===== config.mk =====
export PLATFORM = sky130hd
export DESIGN_NAME = mips_data_bridge_flat
export DESIGN_NICKNAME = d
export VERILOG_FILES = /design/src/rtl/mips_data_bridge_if.sv /design/src/rtl/mips_data_bridge.sv /design/src/flat_wrapper.sv
export SDC_FILE = /design/constraint.sdc
export NUM_CORES = 1
export LEC_CHECK = 0
export CORE_ASPECT_RATIO = 0.5
export CORE_MARGIN = 4
export CORE_UTILIZATION = 40
export DETAILED_ROUTE_END_ITERATION = 8
export PLACE_DENSITY_LB_ADDON = 0.25
export SYNTH_ARGS = -nofsm -noshare
export SYNTH_HDL_FRONTEND = slang
export SYNTH_SLANG_ARGS = --single-unit

===== constraint.sdc =====
create_clock -name clk -period 1.7 [get_ports clk]
set_input_delay 0.255 -clock clk [delete_from_list [all_inputs] [get_ports clk]]
set_output_delay 0.255 -clock clk [all_outputs]
set_load 0.01 [all_outputs]

===== src/rtl/mips_data_bridge_if.sv =====
// Signal bundle between the Harvard CPU data port, the stalling bridge and the data memory bus.
// The master view belongs to the bridge. The slave view belongs to the CPU and memory environment.
interface mips_data_bridge_if;
  logic [31:0] cpu_data_address;
  logic        cpu_data_read;
  logic        cpu_data_write;
  logic [31:0] cpu_data_writedata;
  logic [31:0] cpu_data_readdata;
  logic        cpu_clk_enable;
  logic [31:0] bus_address;
  logic        bus_read;
  logic        bus_write;
  logic [31:0] bus_writedata;
  logic        bus_waitrequest;
  logic [31:0] bus_readdata;
  logic        bus_error;

  modport master (
    input  cpu_data_address, cpu_data_read, cpu_data_write, cpu_data_writedata,
    output cpu_data_readdata, cpu_clk_enable,
    output bus_address, bus_read, bus_write, bus_writedata, bus_error,
    input  bus_waitrequest, bus_readdata
  );

  modport slave (
    output cpu_data_address, cpu_data_read, cpu_data_write, cpu_data_writedata,
    input  cpu_data_readdata, cpu_clk_enable,
    input  bus_address, bus_read, bus_write, bus_writedata, bus_error,
    output bus_waitrequest, bus_readdata
  );
endinterface


===== src/rtl/mips_data_bridge.sv =====
// Stalls the CPU through clk_enable while a load or store is outstanding on a waitrequest bus.
// Define MIPS_DATA_BRIDGE_TIMEOUT_EN to abort requests held for TIMEOUT_CYCLES and raise a sticky bus_error.
module mips_data_bridge #(
  parameter int unsigned TIMEOUT_CYCLES = 255,
  parameter logic [31:0] ERR_READDATA   = 32'hDEADBEEF
) (
  input logic                 clk,
  input logic                 reset,
  mips_data_bridge_if.master  dif
);

  typedef enum logic [1:0] {IDLE, REQ, DONE} state_e;

  state_e      state_q, state_d;
  logic [31:0] addr_q, addr_d;
  logic [31:0] wdata_q, wdata_d;
  logic [31:0] rdata_q, rdata_d;
  logic        read_q, read_d;
  logic        write_q, write_d;
  logic        clk_en;

`ifdef MIPS_DATA_BRIDGE_TIMEOUT_EN
  localparam logic [16:0] TimeoutLimit = 17'(TIMEOUT_CYCLES);
  logic [15:0] cnt_q, cnt_d;
  logic        err_q, err_d;
`endif

  always_ff @(posedge clk or negedge reset) begin
    if (!reset) begin
      state_q <= IDLE;
      addr_q  <= '0;
      wdata_q <= '0;
      rdata_q <= '0;
      read_q  <= 1'b0;
      write_q <= 1'b0;
`ifdef MIPS_DATA_BRIDGE_TIMEOUT_EN
      cnt_q   <= '0;
      err_q   <= 1'b0;
`endif
    end else begin
      state_q <= state_d;
      addr_q  <= addr_d;
      wdata_q <= wdata_d;
      rdata_q <= rdata_d;
      read_q  <= read_d;
      write_q <= write_d;
`ifdef MIPS_DATA_BRIDGE_TIMEOUT_EN
      cnt_q   <= cnt_d;
      err_q   <= err_d;
`endif
    end
  end

  always_comb begin
    state_d = state_q;
    addr_d  = addr_q;
    wdata_d = wdata_q;
    rdata_d = rdata_q;
    read_d  = read_q;
    write_d = write_q;
    clk_en  = 1'b1;
`ifdef MIPS_DATA_BRIDGE_TIMEOUT_EN
    cnt_d   = cnt_q;
    err_d   = err_q;
`endif
    case (state_q)
      IDLE: begin
        clk_en = !(dif.cpu_data_read || dif.cpu_data_write);
        if (dif.cpu_data_read || dif.cpu_data_write) begin
          addr_d  = dif.cpu_data_address;
          wdata_d = dif.cpu_data_writedata;
          write_d = dif.cpu_data_write;
          // A store wins over a simultaneous load, and the load sees zero.
          read_d  = dif.cpu_data_read && !dif.cpu_data_write;
          if (dif.cpu_data_read && dif.cpu_data_write) rdata_d = '0;
`ifdef MIPS_DATA_BRIDGE_TIMEOUT_EN
          cnt_d   = '0;
`endif
          state_d = REQ;
        end
      end
      REQ: begin
        clk_en = 1'b0;
        if (!dif.bus_waitrequest) begin
          if (read_q) rdata_d = dif.bus_readdata;
          read_d  = 1'b0;
          write_d = 1'b0;
          state_d = DONE;
        end
`ifdef MIPS_DATA_BRIDGE_TIMEOUT_EN
        else if (({1'b0, cnt_q} + 17'd1) >= TimeoutLimit) begin
          if (read_q) rdata_d = ERR_READDATA;
          read_d  = 1'b0;
          write_d = 1'b0;
          err_d   = 1'b1;
          state_d = DONE;
        end else if (cnt_q != 16'hFFFF) begin
          cnt_d = cnt_q + 16'd1;
        end
`endif
      end
      DONE: begin
        clk_en  = 1'b1;
        state_d = IDLE;
      end
      default: state_d = IDLE;
    endcase
  end

  // Reset forces the CPU enabled so its own reset is clocked in.
  assign dif.cpu_clk_enable    = !reset || clk_en;
  assign dif.cpu_data_readdata = rdata_q;
  assign dif.bus_address       = addr_q;
  assign dif.bus_writedata     = wdata_q;
  assign dif.bus_read          = read_q;
  assign dif.bus_write         = write_q;
`ifdef MIPS_DATA_BRIDGE_TIMEOUT_EN
  assign dif.bus_error         = err_q;
`else
  assign dif.bus_error         = 1'b0;
`endif

endmodule


===== src/flat_wrapper.sv =====
// flat-port wrapper written by rule: the top's interface ports become plain ports
module mips_data_bridge_flat 
#(
  parameter int unsigned TIMEOUT_CYCLES = 255,
  parameter logic [31:0] ERR_READDATA   = 32'hDEADBEEF
)
  (clk, reset, dif_cpu_data_address, dif_cpu_data_read, dif_cpu_data_write, dif_cpu_data_writedata, dif_cpu_data_readdata, dif_cpu_clk_enable, dif_bus_address, dif_bus_read, dif_bus_write, dif_bus_writedata, dif_bus_error, dif_bus_waitrequest, dif_bus_readdata);
  mips_data_bridge_if dif_i ();
  input logic clk;
  input logic reset;
  input wire logic [$bits(dif_i.cpu_data_address)-1:0] dif_cpu_data_address;
  input wire logic [$bits(dif_i.cpu_data_read)-1:0] dif_cpu_data_read;
  input wire logic [$bits(dif_i.cpu_data_write)-1:0] dif_cpu_data_write;
  input wire logic [$bits(dif_i.cpu_data_writedata)-1:0] dif_cpu_data_writedata;
  output wire logic [$bits(dif_i.cpu_data_readdata)-1:0] dif_cpu_data_readdata;
  output wire logic [$bits(dif_i.cpu_clk_enable)-1:0] dif_cpu_clk_enable;
  output wire logic [$bits(dif_i.bus_address)-1:0] dif_bus_address;
  output wire logic [$bits(dif_i.bus_read)-1:0] dif_bus_read;
  output wire logic [$bits(dif_i.bus_write)-1:0] dif_bus_write;
  output wire logic [$bits(dif_i.bus_writedata)-1:0] dif_bus_writedata;
  output wire logic [$bits(dif_i.bus_error)-1:0] dif_bus_error;
  input wire logic [$bits(dif_i.bus_waitrequest)-1:0] dif_bus_waitrequest;
  input wire logic [$bits(dif_i.bus_readdata)-1:0] dif_bus_readdata;
  assign dif_i.cpu_data_address = dif_cpu_data_address;
  assign dif_i.cpu_data_read = dif_cpu_data_read;
  assign dif_i.cpu_data_write = dif_cpu_data_write;
  assign dif_i.cpu_data_writedata = dif_cpu_data_writedata;
  assign dif_cpu_data_readdata = dif_i.cpu_data_readdata;
  assign dif_cpu_clk_enable = dif_i.cpu_clk_enable;
  assign dif_bus_address = dif_i.bus_address;
  assign dif_bus_read = dif_i.bus_read;
  assign dif_bus_write = dif_i.bus_write;
  assign dif_bus_writedata = dif_i.bus_writedata;
  assign dif_bus_error = dif_i.bus_error;
  assign dif_i.bus_waitrequest = dif_bus_waitrequest;
  assign dif_i.bus_readdata = dif_bus_readdata;
  mips_data_bridge #(.TIMEOUT_CYCLES(TIMEOUT_CYCLES), .ERR_READDATA(ERR_READDATA)) u_core (.clk(clk), .reset(reset), .dif(dif_i));
endmodule

==> impl_metrics.csv, run 1 <==
group,metric,value,unit
worst_setup_path,worst_ep_arrival_time,1.80,ns
logic_synthesis,synthCells,227,
drt,drc,0,
floorplanning,die_w,149,µm
logic_synthesis,synth_seq_cells,100,
worst_setup_path,worstSetupEndpointType,"register",
sta,hold_viol,0,
floorplanning,num_rows,25,
logic_synthesis,syn_avg_cell_area,17.4,µm²
clock_network,root_buffer,"clkbuf_16",
place,dp.cells,555,
place,gp_congestion,0.707,
finish,postLayoutCellArea,6440,µm²
drt,vias_per_cell,4.80,
run,cap_violations,0,
global_routing,grt_pass1_wl,16.4,mm
global_routing,antenna_found_initial,0,
sta,layout_min_cycle_time,1.59,ns
sta,fin_worst_skew,0.00632,ns
clock_network,htreeDepth,3,
clock_network,clockBufferDepth,2,
logic_synthesis,muxShareOfSynthArea,0.229,
logic_synthesis,yosys_warnings,0,
drt,num_vias,2751,
sta,worstMarginPinSlew,0.537,ns
drt,drt_iter0_drc,112,
power,power,11400,µW
power,powerDensity,1770,nW/µm²
clock_network,cts.reportedPaths.clkPinSlew,0.07,ns
logic_synthesis,syn_nets,328,
sta,finalCritPeriodShare,0.934,
drt,wl_met3,677,µm
logic_synthesis,synth_xor_area_frac,0,
sta,fmax,629,MHz
logic_synthesis,synth-adder-area-share,0,
worst_setup_path,cp.required,1.91,ns
power,vdd_drop_max,0.926,mV
drt,dr.max_layer_used,"met4",
worst_setup_path,critPathKind,"register to register",
finish,layout-drive-gt1-share,0.224,
clock_network,holdBufCountCts,0,
logic_synthesis,synth-simple-area-share,0.00601,
global_routing,grtUsageTotal,0.180,
finish,layout.cells.most_common,"clkdlybuf4s50_1",
sta,relSlewSlack,0.642,
logic_synthesis,ys_types,21,
finish,final_cell_mix,"197 x clkdlybuf4s50_1, 99 x dfrtp_1, 49 x mux2_4",
global_routing,grt_max_degree,101,
finish,area_growth_syn_to_layout,62.6,%
power,p_leak,0.00280,µW
hold_path,hp-class,"input pin to asynchronous set/reset pin",
run_status,status,"finished, final reports clean",
drt,met2_length,5.61,mm
drt,antenna_left,0,
drt,m1WireLength,4.06,mm
sta,rsz0062_at_grt,"false",
logic_synthesis,synth-compound-area-share,0.0910,
place,postPlaceCellArea,6090,µm²
floorplanning,top_level_ports,201,
floorplanning,core,9540,µm²
worst_setup_path,worstPathMaxFanout,16,
finish,utilization,0.675,
global_routing,grt-ovfl-total,0,
floorplanning,die_y,78.3,µm
place,io_buffers,199,
global_routing,grt_pass1_vias,3092,
worst_setup_path,path_cells,"nor4bb_4, a31oi_4, a22o_1",
worst_setup_path,critPathTopFamily,"simple AND/OR/NAND/NOR gates",
place,hpwl,7.60,mm
drt,wl_per_cell,18.2,µm
finish,antennaDiodeCount,0,
clock_network,cts_tree,"yes",
worst_setup_path,cp-start-kind,"register",
worst_setup_path,cp_slowest_cell,"nor4bb_4",
sta,report.final.slew_viol_count,0,
logic_synthesis,synth_top_family_by_area,"multiplexers",
logic_synthesis,ys_seq_area_frac,0.632,
drt,wl,10.5,mm
clock_network,cts-buffers-inserted,9,
worst_setup_path,cp_num_buf_inv,0,
clock_network,clock_latency,0.33,ns
logic_synthesis,syn_area,3960,µm²
floorplanning,die_area,11600,µm²
drt,dr.pass1.iters,4,
floorplanning,start_util,0.415,
worst_setup_path,cp_slowest_stage_delay,0.53,ns
finish,nFillCells,662,
sta,finalSetupViolCount,0,
finish,fin_cells,573,
clock_network,clkSinkCount,100,
finish,fin_nets,535,
## cells by family (layout without fill, tap and decap cells)
kind of cell,Yosys count,after routing
DFF,100,100
muxes,64,64
AOI/OAI and AO/OA,41,42
buffers and inverters,18,228
and+or+nand+nor,3,3
other,1,1
## final cells by class
| type | count | area (µm²) | share of cell area |
|---|---|---|---|
| inverter | 3 | 11.3 | 0.00175 |
| multi-input combinational | 110 | 1350 | 0.210 |
| sequential | 100 | 2500 | 0.389 |
| tap | 135 | 169 | 0.0262 |
| clock inverter | 4 | 51.3 | 0.00797 |
| timing repair buffer | 210 | 2120 | 0.329 |
| clock buffer | 11 | 233 | 0.0362 |
## cells in the mapped netlist (all sizes together)
cell type | instances | area [µm²]
dfrtp | 100 | 2500
mux2 | 64 | 905
a22o | 32 | 280
buf | 15 | 153
inv | 3 | 11.3
a21oi | 2 | 10.0
a2bb2oi | 1 | 8.76
a31o | 1 | 8.76
a31oi | 1 | 21.3
conb | 1 | 3.75
nor2 | 1 | 6.26
nor3b | 1 | 7.51
nor4bb | 1 | 10.0
o21a | 1 | 7.51
o22ai | 1 | 6.26
o311ai | 1 | 8.76
o32ai | 1 | 8.76
## final timing paths
| path | depth (start not counted) | slack [ns] | to | start |
|---|---|---|---|---|
| setup reg to reg | 3 | 0.11 | u_core.dif.cpu_data_readdata[12] | u_core.state_q[1] |
| hold / removal | 2 | 0.03 | u_core.dif.bus_address[3] | reset |
| min in group clk | 1 | 0.50 | u_core.dif.cpu_data_readdata[26] | u_core.dif.cpu_data_readdata[26] |
| setup / recovery | 3 | 0.11 | u_core.dif.cpu_data_readdata[12] | u_core.state_q[1] |
| max in group asynchronous | 2 | 1.27 | u_core.state_q[0] | reset |
| hold reg to reg | 1 | 0.50 | u_core.dif.cpu_data_readdata[26] | u_core.dif.cpu_data_readdata[26] |
## per-layer routing
layer,up-vias,track usage
li1,1241,-
met1,1401,0.208
met2,101,0.330
met3,8,0.0548
met4,0,0.0378
met5,-,0
## registers in the layout, summed over array words and instances (netlist names)
signal                        count
u_core.dif.bus_address           32
u_core.dif.cpu_data_readdata     32
u_core.state_q                    2
u_core.dif.bus_write              1
u_core.dif.bus_read               1
u_core.dif.bus_writedata         32
## power by group
part / switching (µW) / total (µW) / internal, µW
Sequential: 613 / 4000 / 3390
Combinational: 1920 / 5410 / 3490
Clock: 823 / 1960 / 1130
## timing repair
action                                  4_1_cts  5_1_grt
gates cloned                                  0        1
endpoints found under the setup margin        1       45
gates resized for setup                       4        7
buffers inserted                              0        2
pin swaps                                     0        2
## per-stage QoR
step	setup WS (ns)	hold slack (ns)	setup TNS [ns]
global route	0.00129	0.0767	0
CTS	0.0153	0.0483	0
floorplan	0.204	-0.0406	0
detailed placement	-0.341	0.403	-12.14
global placement	-0.156	0.379	-6.37
finish	0.111	0.0313	0
Note: power is estimated with default switching activity, not from simulation.
==> run 2: changes to the inputs <==
Settings changed: PLACE_DENSITY set to 0.8, PLACE_DENSITY_LB_ADDON 0.25 to not set.
==> run 2 against run 1 <==
Sequential share of layout area down 0.76 points. Worst hold slack worse by 0.026 ns. Critical path type is now register to output pin. Via count down 0.29%. Routed wire length up 8.2%. Total power up 4.4%.
==> impl_metrics.csv, run 2 (synthesized netlist as in run 1, its figures left out) <==
group,metric,value,unit
run_status,status,"finished, final reports clean",
finish,layout-drive-gt1-share,0.235,
clock_network,holdBufCountCts,0,
floorplanning,top_level_ports,201,
power,power,11900,µW
drt,drc,0,
worst_setup_path,worstSetupEndpointType,"output pin",
worst_setup_path,r2r_cells,4,
clock_network,cts_tree,"yes",
drt,wl,11.3,mm
sta,rsz0062_at_grt,"false",
floorplanning,core,9540,µm²
place,hpwl,7.92,mm
sta,relSlewSlack,0.647,
floorplanning,num_rows,25,
run,cap_violations,0,
clock_network,clkSinkCount,100,
sta,fmax,616,MHz
drt,dr.pass1.iters,4,
worst_setup_path,cp_slowest_stage_delay,0.46,ns
sta,finalCritPeriodShare,0.955,
floorplanning,start_util,0.415,
worst_setup_path,critPathKind,"register to output pin",
power,p_sw_frac,0.290,
power,p_leak,0.00287,µW
sta,report.final.slew_viol_count,0,
finish,fin_cells,578,
drt,wl_per_cell,19.6,µm
place,gp_congestion,0.782,
floorplanning,die_area,11600,µm²
global_routing,grt_pass1_vias,2968,
global_routing,antenna_found_initial,0,
clock_network,clockBufferDepth,2,
power,powerDensity,1810,nW/µm²
clock_network,htreeDepth,3,
clock_network,clock_latency,0.34,ns
clock_network,cts-buffers-inserted,9,
floorplanning,die_y,78.3,µm
finish,layout.cells.most_common,"clkdlybuf4s50_1",
worst_setup_path,cp_slowest_cell,"dfrtp_2",
clock_network,root_buffer,"clkbuf_16",
worst_setup_path,path_cells,"inv_1, o311ai_2, dlygate4sd2_1",
sta,fin_worst_skew,0.00441,ns
global_routing,grt_pass1_wl,17.5,mm
worst_setup_path,cp-start-kind,"register",
finish,fin_nets,539,
power,vdd_drop_max,0.804,mV
sta,hold_viol,0,
floorplanning,die_w,149,µm
power,p_comb_frac,0.471,
sta,finalSetupViolCount,0,
power,switchingPower,3440,µW
sta,layout_min_cycle_time,1.62,ns
worst_setup_path,worst_ep_arrival_time,1.37,ns
drt,num_vias,2743,
finish,final_cell_mix,"197 x clkdlybuf4s50_1, 98 x dfrtp_1, 49 x mux2_4",
global_routing,grt-ovfl-total,0,
place,io_buffers,199,
finish,area_growth_syn_to_layout,65.9,%
drt,drt_iter0_drc,123,
global_routing,grtUsageTotal,0.196,
drt,vias_per_cell,4.75,
worst_setup_path,worstPathMaxFanout,5,
sta,worstMarginPinSlew,0.529,ns
power,p_int,8430,µW
place,dp.cells,556,
clock_network,cts.reportedPaths.clkPinSlew,0.07,ns
hold_path,hp-class,"input pin to asynchronous set/reset pin",
drt,antenna_left,0,
power,sequentialPowerShare,0.335,
power,clockPowerShare,0.195,
global_routing,grt_max_degree,101,
worst_setup_path,cp.required,1.44,ns
finish,antennaDiodeCount,0,
[run 2: area by class of cell]
cell class                      instances  area, µm²
Clock buffer                           10        229
Clock inverter                          6        113
Fill cell                             681       2970
Tap cell                              135        169
Multi-Input combinational cell        110       1350
Timing Repair Buffer                  214       2190
Inverter                                3       11.3
Sequential cell                       100       2500
[run 2: path summary, 6_finish.rpt]
| kind | start | end | slack (ns) |
|---|---|---|---|
| setup / recovery | u_core.state_q[1] | dif_cpu_clk_enable | 0.08 |
| max in group asynchronous | reset | u_core.state_q[0] | 1.28 |
| hold / removal | reset | u_core.dif.cpu_data_readdata[10] | 0.006 |
| setup reg to reg | u_core.state_q[0] | u_core.dif.bus_address[3] | 0.12 |
| min in group clk | u_core.dif.cpu_data_readdata[12] | u_core.dif.cpu_data_readdata[12] | 0.50 |
| hold reg to reg | u_core.dif.cpu_data_readdata[12] | u_core.dif.cpu_data_readdata[12] | 0.50 |
[run 2: layer usage]
| layer | wire length [µm] | vias up | track usage |
|---|---|---|---|
| met5 | 0 | - | 0 |
| met3 | 469 | 19 | 0.0450 |
| met4 | 236 | 0 | 0.0682 |
| met2 | 6210 | 72 | 0.355 |
| li1 | - | 1256 | - |
| met1 | 4400 | 1396 | 0.232 |
[run 2: power groups by stage]
stage / clock network (µW) / registers (µW) / logic, µW
floorplan: 0 / 4410 / 2280
global placement: 0 / 3930 / 5380
detailed placement: 0 / 3970 / 5470
CTS: 2370 / 3970 / 5550
global route: 2470 / 4110 / 5860
finish: 2310 / 3970 / 5590
[run 2: worst max-delay path, delay by kind of cell (launching register included)]
family	cells	cell delay [ns]
AOI/OAI and AO/OA	1	0.11
buffers and inverters	2	0.45
DFF	1	0.46
[run 2: per-stage QoR]
step / area (µm²) / setup TNS (ns) / hold slack (ns) / setup WS [ns] / utilization
3_5_place_dp: 6120 / -12.70 / 0.388 / -0.199 / 0.642
6_report: 6570 / 0 / 0.00563 / 0.0771 / 0.688
5_1_grt: 6570 / 0 / 0.0423 / 0.0143 / 0.688
2_1_floorplan: 3960 / 0 / -0.0406 / 0.204 / -
3_3_place_gp: 6120 / -8.49 / 0.383 / -0.144 / 0.642
4_1_cts: 6490 / 0 / 0.0195 / 0.00246 / 0.681
[run 2: repair_timing]
action / in CTS / in global routing
setup buffers: 0 / 5
gates resized for setup: 4 / 4
gates cloned: 1 / 0
endpoints found under the setup margin: 33 / 44
endpoints found under the hold margin: 0 / 0
pin swaps: 0 / 0
==> run 3: changes to the inputs <==
Settings changed: CTS_CLUSTER_SIZE set to 25.
==> results of run 3 <==
Final layout, timing and power as in run 2 (identical DEF).
==> RTL change 1, RTL diff (settings of run 2) <==
The 3 states of `state_e` get a one-hot encoding in 3 bits.
--- a/src/rtl/mips_data_bridge.sv
+++ b/src/rtl/mips_data_bridge.sv
@@ -9,7 +9,7 @@
   mips_data_bridge_if.master  dif
 );
 
-  typedef enum logic [1:0] {IDLE, REQ, DONE} state_e;
+  typedef enum logic [2:0] {IDLE = 3'b001, REQ = 3'b010, DONE = 3'b100} state_e;
 
   state_e      state_q, state_d;
   logic [31:0] addr_q, addr_d;
Check against the original RTL: same outputs for any inputs over 4 cycles, from zero or initial values and one cycle with reset low; so few cycles prove little.
==> RTL change 1 against run 2 <==
  * Power is 1.7% higher
  * Clock power fell by 6%
  * The run now ends with hold timing left
  * Synthesized cell count rose by 30%
  * Area after synthesis up 3.0%
  * Design area shrank 0.17%
  * Largest power group unchanged
  * Combinational power is 1% higher
  * Sequential cell count up 1
  * Setup slack worse by 14 ps
  * Wire length is 6.3% lower
==> RTL change 1: results (changes against run 2) <==
\begin{tabular}{lr}
\hline
Metric & Value \\
\hline
\multicolumn{2}{l}{\textbf{Place}} \\
Worst setup timing slack at the placement stage & -281.2 ps (-81.81 ps) \\
Post-DP HPWL & 7805 µm (-1.5\%) \\
Cell area reported after detailed placement & 0.006230 mm² (+1.7\%) \\
\multicolumn{2}{l}{\textbf{STA}} \\
Shortest period the worst path allows & 1637 ps (+14.41 ps) \\
Actual transition at the worst max-transition pin & 529.7 ps (+0.8194 ps) \\
Max Clock Skew & 4.030 ps (-0.3815 ps) \\
Smallest hold slack & -12.16 ps (-17.79 ps) \\
Endpoints failing hold & 8 (+8) \\
\multicolumn{2}{l}{\textbf{Outcome}} \\
Violations in the final reports & hold timing \\
Status & finished with violations \\
\multicolumn{2}{l}{\textbf{Synthesis}} \\
Multiplexer fraction of the synthesized cell area & 25.53\% (+2.7 points) \\
Post-Syn Instances & 295 (+30\%) \\
Post-synthesis net count & 396 (+21\%) \\
Area fraction in compound gates after synthesis & 1.166\% (-7.9 points) \\
Commonest cells in the netlist & sky130\_fd\_sc\_hd\_\_dfrtp\_1, sky130\_fd\_sc\_hd\_\_mux2\_2, sky130\_fd\_sc\_hd\_\_inv\_1, sky130\_fd\_sc\_hd\_\_mux2i\_1, sky130\_fd\_sc\_hd\_\_nand2\_1 \\
Count of cell types in the netlist & 28 (+33\%) \\
Top cells by area in the synthesized netlist & sky130\_fd\_sc\_hd\_\_dfrtp\_1, sky130\_fd\_sc\_hd\_\_mux2\_2, sky130\_fd\_sc\_hd\_\_mux2i\_1, sky130\_fd\_sc\_hd\_\_mux2\_1, sky130\_fd\_sc\_hd\_\_inv\_1 \\
\multicolumn{2}{l}{\textbf{Global route}} \\
Met3 usage in global routing & 5.615\% (+1.1 points) \\
Met2 track utilization from global routing & 33.04\% (-2.5 points) \\
First-pass GRT wire length & 16730 µm (-4.2\%) \\
Via count of the first global-routing pass & 3104 (+4.6\%) \\
Global routing met1 resource utilization & 20.71\% (-2.4 points) \\
Largest net degree at the start of global routing & 102 (+0.99\%) \\
\multicolumn{2}{l}{\textbf{Drt}} \\
Routed wire per std cell & 16.59 µm (-15\%) \\
Total number of vias & 2939 (+7.1\%) \\
Wl on met1 & 3992 µm (-9.2\%) \\
Detailed route wirelength on metal3 & 492 µm (+4.9\%) \\
Routed vias/inst & 4.599 (-3.1\%) \\
\multicolumn{2}{l}{\textbf{Power and ir drop}} \\
Worst ir drop on vdd & 0.8692 mV (+8.1\%) \\
Static leakage & 2.698 nW (-5.9\%) \\
\multicolumn{2}{l}{\textbf{Worst setup path}} \\
Reg2reg start & u\_core.state\_q[0] \\
Flop2flop setup slack & 70 ps (-50 ps) \\
Capturing element of the worst setup path & u\_core.dif.bus\_address[2] \\
Crit path from & dif\_cpu\_data\_write \\
WP data arrival & 1860 ps (+490 ps) \\
Maximum fanout along the worst path & 20 (+15) \\
\multicolumn{2}{l}{\textbf{Cells and area}} \\
Layout net count & 601 (+12\%) \\
\multicolumn{2}{l}{\textbf{Clocking}} \\
Post-cts repair resize count & 7 (+3) \\
\hline
\end{tabular}
[RTL change 1: area by class of cell]
type	count	area [µm²]	area share, %
Multi-Input combinational cell	146	1323	20.17
Tap cell	135	168.9	2.576
Sequential cell	101	2529	38.57
Clock inverter	4	72.57	1.107
Timing Repair Buffer	209	2097	31.98
Clock buffer	11	242.7	3.702
Inverter	33	123.9	1.889
[RTL change 1: critical path, cell delays in order]
cell                              delay (ps)
sky130_fd_sc_hd__clkdlybuf4s50_1         470
sky130_fd_sc_hd__nor2_1                   80
sky130_fd_sc_hd__buf_4                   150
sky130_fd_sc_hd__nor3_4                  210
sky130_fd_sc_hd__buf_4                   320
sky130_fd_sc_hd__mux2_2                  370
[RTL change 1: power breakdown]
group / total, mW / switching, mW / internal, mW
Combinational: 5.67 / 2.27 / 3.40
Sequential: 4.23 / 0.613 / 3.62
Clock: 2.18 / 0.863 / 1.32
==> RTL change 2, RTL diff (config.mk and constraints of run 2) <==
Made on the original files. The option `MIPS_DATA_BRIDGE_TIMEOUT_EN` is turned on by a define.
--- a/src/rtl/mips_data_bridge.sv
+++ b/src/rtl/mips_data_bridge.sv
@@ -1,5 +1,7 @@
 // Stalls the CPU through clk_enable while a load or store is outstanding on a waitrequest bus.
 // Define MIPS_DATA_BRIDGE_TIMEOUT_EN to abort requests held for TIMEOUT_CYCLES and raise a sticky bus_error.
+`define MIPS_DATA_BRIDGE_TIMEOUT_EN
+
 module mips_data_bridge #(
   parameter int unsigned TIMEOUT_CYCLES = 255,
   parameter logic [31:0] ERR_READDATA   = 32'hDEADBEEF
Function: no difference found for any inputs over 4 cycles, from zero or initial values and one cycle with reset low; that may be too few to reach the edited logic, so the function may still have changed.
==> RTL change 2 against run 2 <==
  * The flow now finishes with violations (hold timing, setup timing)
  * Non-clock buffer count increased by 49
  * Design area rose by 30%
  * Global-route usage is 2.2 points higher
  * Power grew 27%
  * Area after synthesis rose by 25%
  * Synthesized cell count up 83%
  * Setup slack got worse by 600 ps
  * Sequential cell count up 17
  * Fmax shrank 27%
  * Wire length grew 42%
  * Critical endpoint is now u_core.dif.cpu_data_readdata[10]
==> RTL change 2: results (changes against run 2) <==
\begin{tabular}{lr}
\hline
Metric & Value \\
\hline
\multicolumn{2}{l}{\textbf{STA}} \\
Setup violators final & 53 (+53) \\
Endpoints failing hold & 14 (+14) \\
Least setup slack across all paths after layout & -519.8 ps (-596.9 ps) \\
Max Clock Skew & 9.551 ps (+5.139 ps) \\
Smallest hold slack & -41.41 ps (-47.03 ps) \\
\multicolumn{2}{l}{\textbf{Clocking}} \\
Clock latency at the later pin of the worst-skew pair & 400 ps (+60 ps) \\
Clock input transition at the sequential cells of the worst setup and hold paths & 50 ps (-20 ps) \\
Inserted Clock Buffers & 17 (+8) \\
H-tree depth & 4 (+1) \\
\multicolumn{2}{l}{\textbf{Power and ir drop}} \\
Static leakage & 3.611 nW (+26\%) \\
\multicolumn{2}{l}{\textbf{Global route}} \\
Largest net degree at the start of global routing & 118 (+17\%) \\
Via count of the first global-routing pass & 4691 (+58\%) \\
First-pass GRT wire length & 24480 µm (+40\%) \\
\multicolumn{2}{l}{\textbf{Synthesis}} \\
Register area share after synthesis & 59.17\% (-4.0 points) \\
Count of cell types in the netlist & 47 (+120\%) \\
Post-Syn Instances & 416 (+83\%) \\
\multicolumn{2}{l}{\textbf{Place}} \\
GP Congestion & 0.8675 (+11\%) \\
Cell area reported after detailed placement & 0.007590 mm² (+24\%) \\
Post-DP HPWL & 10750 µm (+36\%) \\
Worst setup timing slack at the placement stage & -451.9 ps (-252.5 ps) \\
\multicolumn{2}{l}{\textbf{Outcome}} \\
Violations in the final reports & hold timing, setup timing \\
Status & finished with violations \\
\multicolumn{2}{l}{\textbf{Cells and area}} \\
Layout net count & 774 (+44\%) \\
\multicolumn{2}{l}{\textbf{Drt}} \\
Routed vias/inst & 5.279 (+11\%) \\
DRT iter0 DRCs & 359 (+190\%) \\
\multicolumn{2}{l}{\textbf{Worst setup path}} \\
Maximum fanout along the worst path & 8 (+3) \\
\hline
\end{tabular}
-- RTL change 2: cell count changes after synthesis, moves of 7 or more --
| cell | delta |
|---|---|
| sky130_fd_sc_hd__nand3_1 | +7 |
| sky130_fd_sc_hd__dfrtp_1 | +17 |
| sky130_fd_sc_hd__nand2_1 | +40 |
| sky130_fd_sc_hd__nor2_1 | +34 |
| sky130_fd_sc_hd__nor3_1 | +10 |
| sky130_fd_sc_hd__clkbuf_1 | +13 |
| sky130_fd_sc_hd__mux2_2 | +49 |
| sky130_fd_sc_hd__a32o_1 | +8 |
| sky130_fd_sc_hd__mux2_4 | -49 |
| sky130_fd_sc_hd__a21oi_1 | +29 |
| sky130_fd_sc_hd__o21ai_0 | +7 |
| sky130_fd_sc_hd__a22o_1 | -32 |
-- RTL change 2: final timing paths --
check / start / end / depth (start not counted)
max: u_core.cnt_q[1] / u_core.dif.cpu_data_readdata[10] / 8
min: reset / u_core.cnt_q[14] / 2
max reg2reg: u_core.cnt_q[1] / u_core.dif.cpu_data_readdata[10] / 8
min reg2reg: u_core.dif.bus_error / u_core.dif.bus_error / 1
max in group asynchronous: reset / u_core.cnt_q[2] / 2
min in group clk: dif_bus_readdata[7] / u_core.dif.cpu_data_readdata[7] / 3
-- RTL change 2: where the power goes --
part | internal, mW | switching [mW] | total, mW
logic | 3.99 | 2.72 | 6.71
registers | 4.04 | 0.764 | 4.81
clock network | 2.33 | 1.29 | 3.62
-- RTL change 2: kinds of logic after synthesis --
kind of cell | count (synthesis) | share of synthesized area, %
xor+xnor | 2 | 0.3540
mux | 65 | 14.77
fa+ha+maj | 2 | 0.5056
buf+inv | 34 | 3.034
compound gates | 81 | 11.38
simple gates | 115 | 10.80
flops | 117 | 59.17
-- RTL change 2: critical path, stage by stage, from the launching register on --
cell	delay, ps
sky130_fd_sc_hd__dfrtp_2	470
sky130_fd_sc_hd__ha_4	200
sky130_fd_sc_hd__and3_4	190
sky130_fd_sc_hd__a311oi_2	260
sky130_fd_sc_hd__a41o_1	200
sky130_fd_sc_hd__o2111a_2	250
sky130_fd_sc_hd__a31o_4	270
sky130_fd_sc_hd__clkbuf_16	200
sky130_fd_sc_hd__a21oi_2	60
-- RTL change 2: area by class of cell --
cell class / instances / area [µm²] / share of cell area, %
Sequential cell: 117 / 2933 / 34.43
Timing Repair Buffer: 263 / 2589 / 30.39
Tap cell: 165 / 206.4 / 2.424
Inverter: 6 / 22.52 / 0.2644
Clock inverter: 13 / 157.7 / 1.851
Clock buffer: 18 / 439.2 / 5.156
Multi-Input combinational cell: 266 / 2171 / 25.48
-- RTL change 2: layer usage --
layer	global-route usage, %	vias up	part of all wire (%)
li1	-	2017	-
met1	26.23	2254	39
met2	38.83	169	54
met3	4.656	37	5.0
met4	8.533	0	2.2
met5	0	-	0
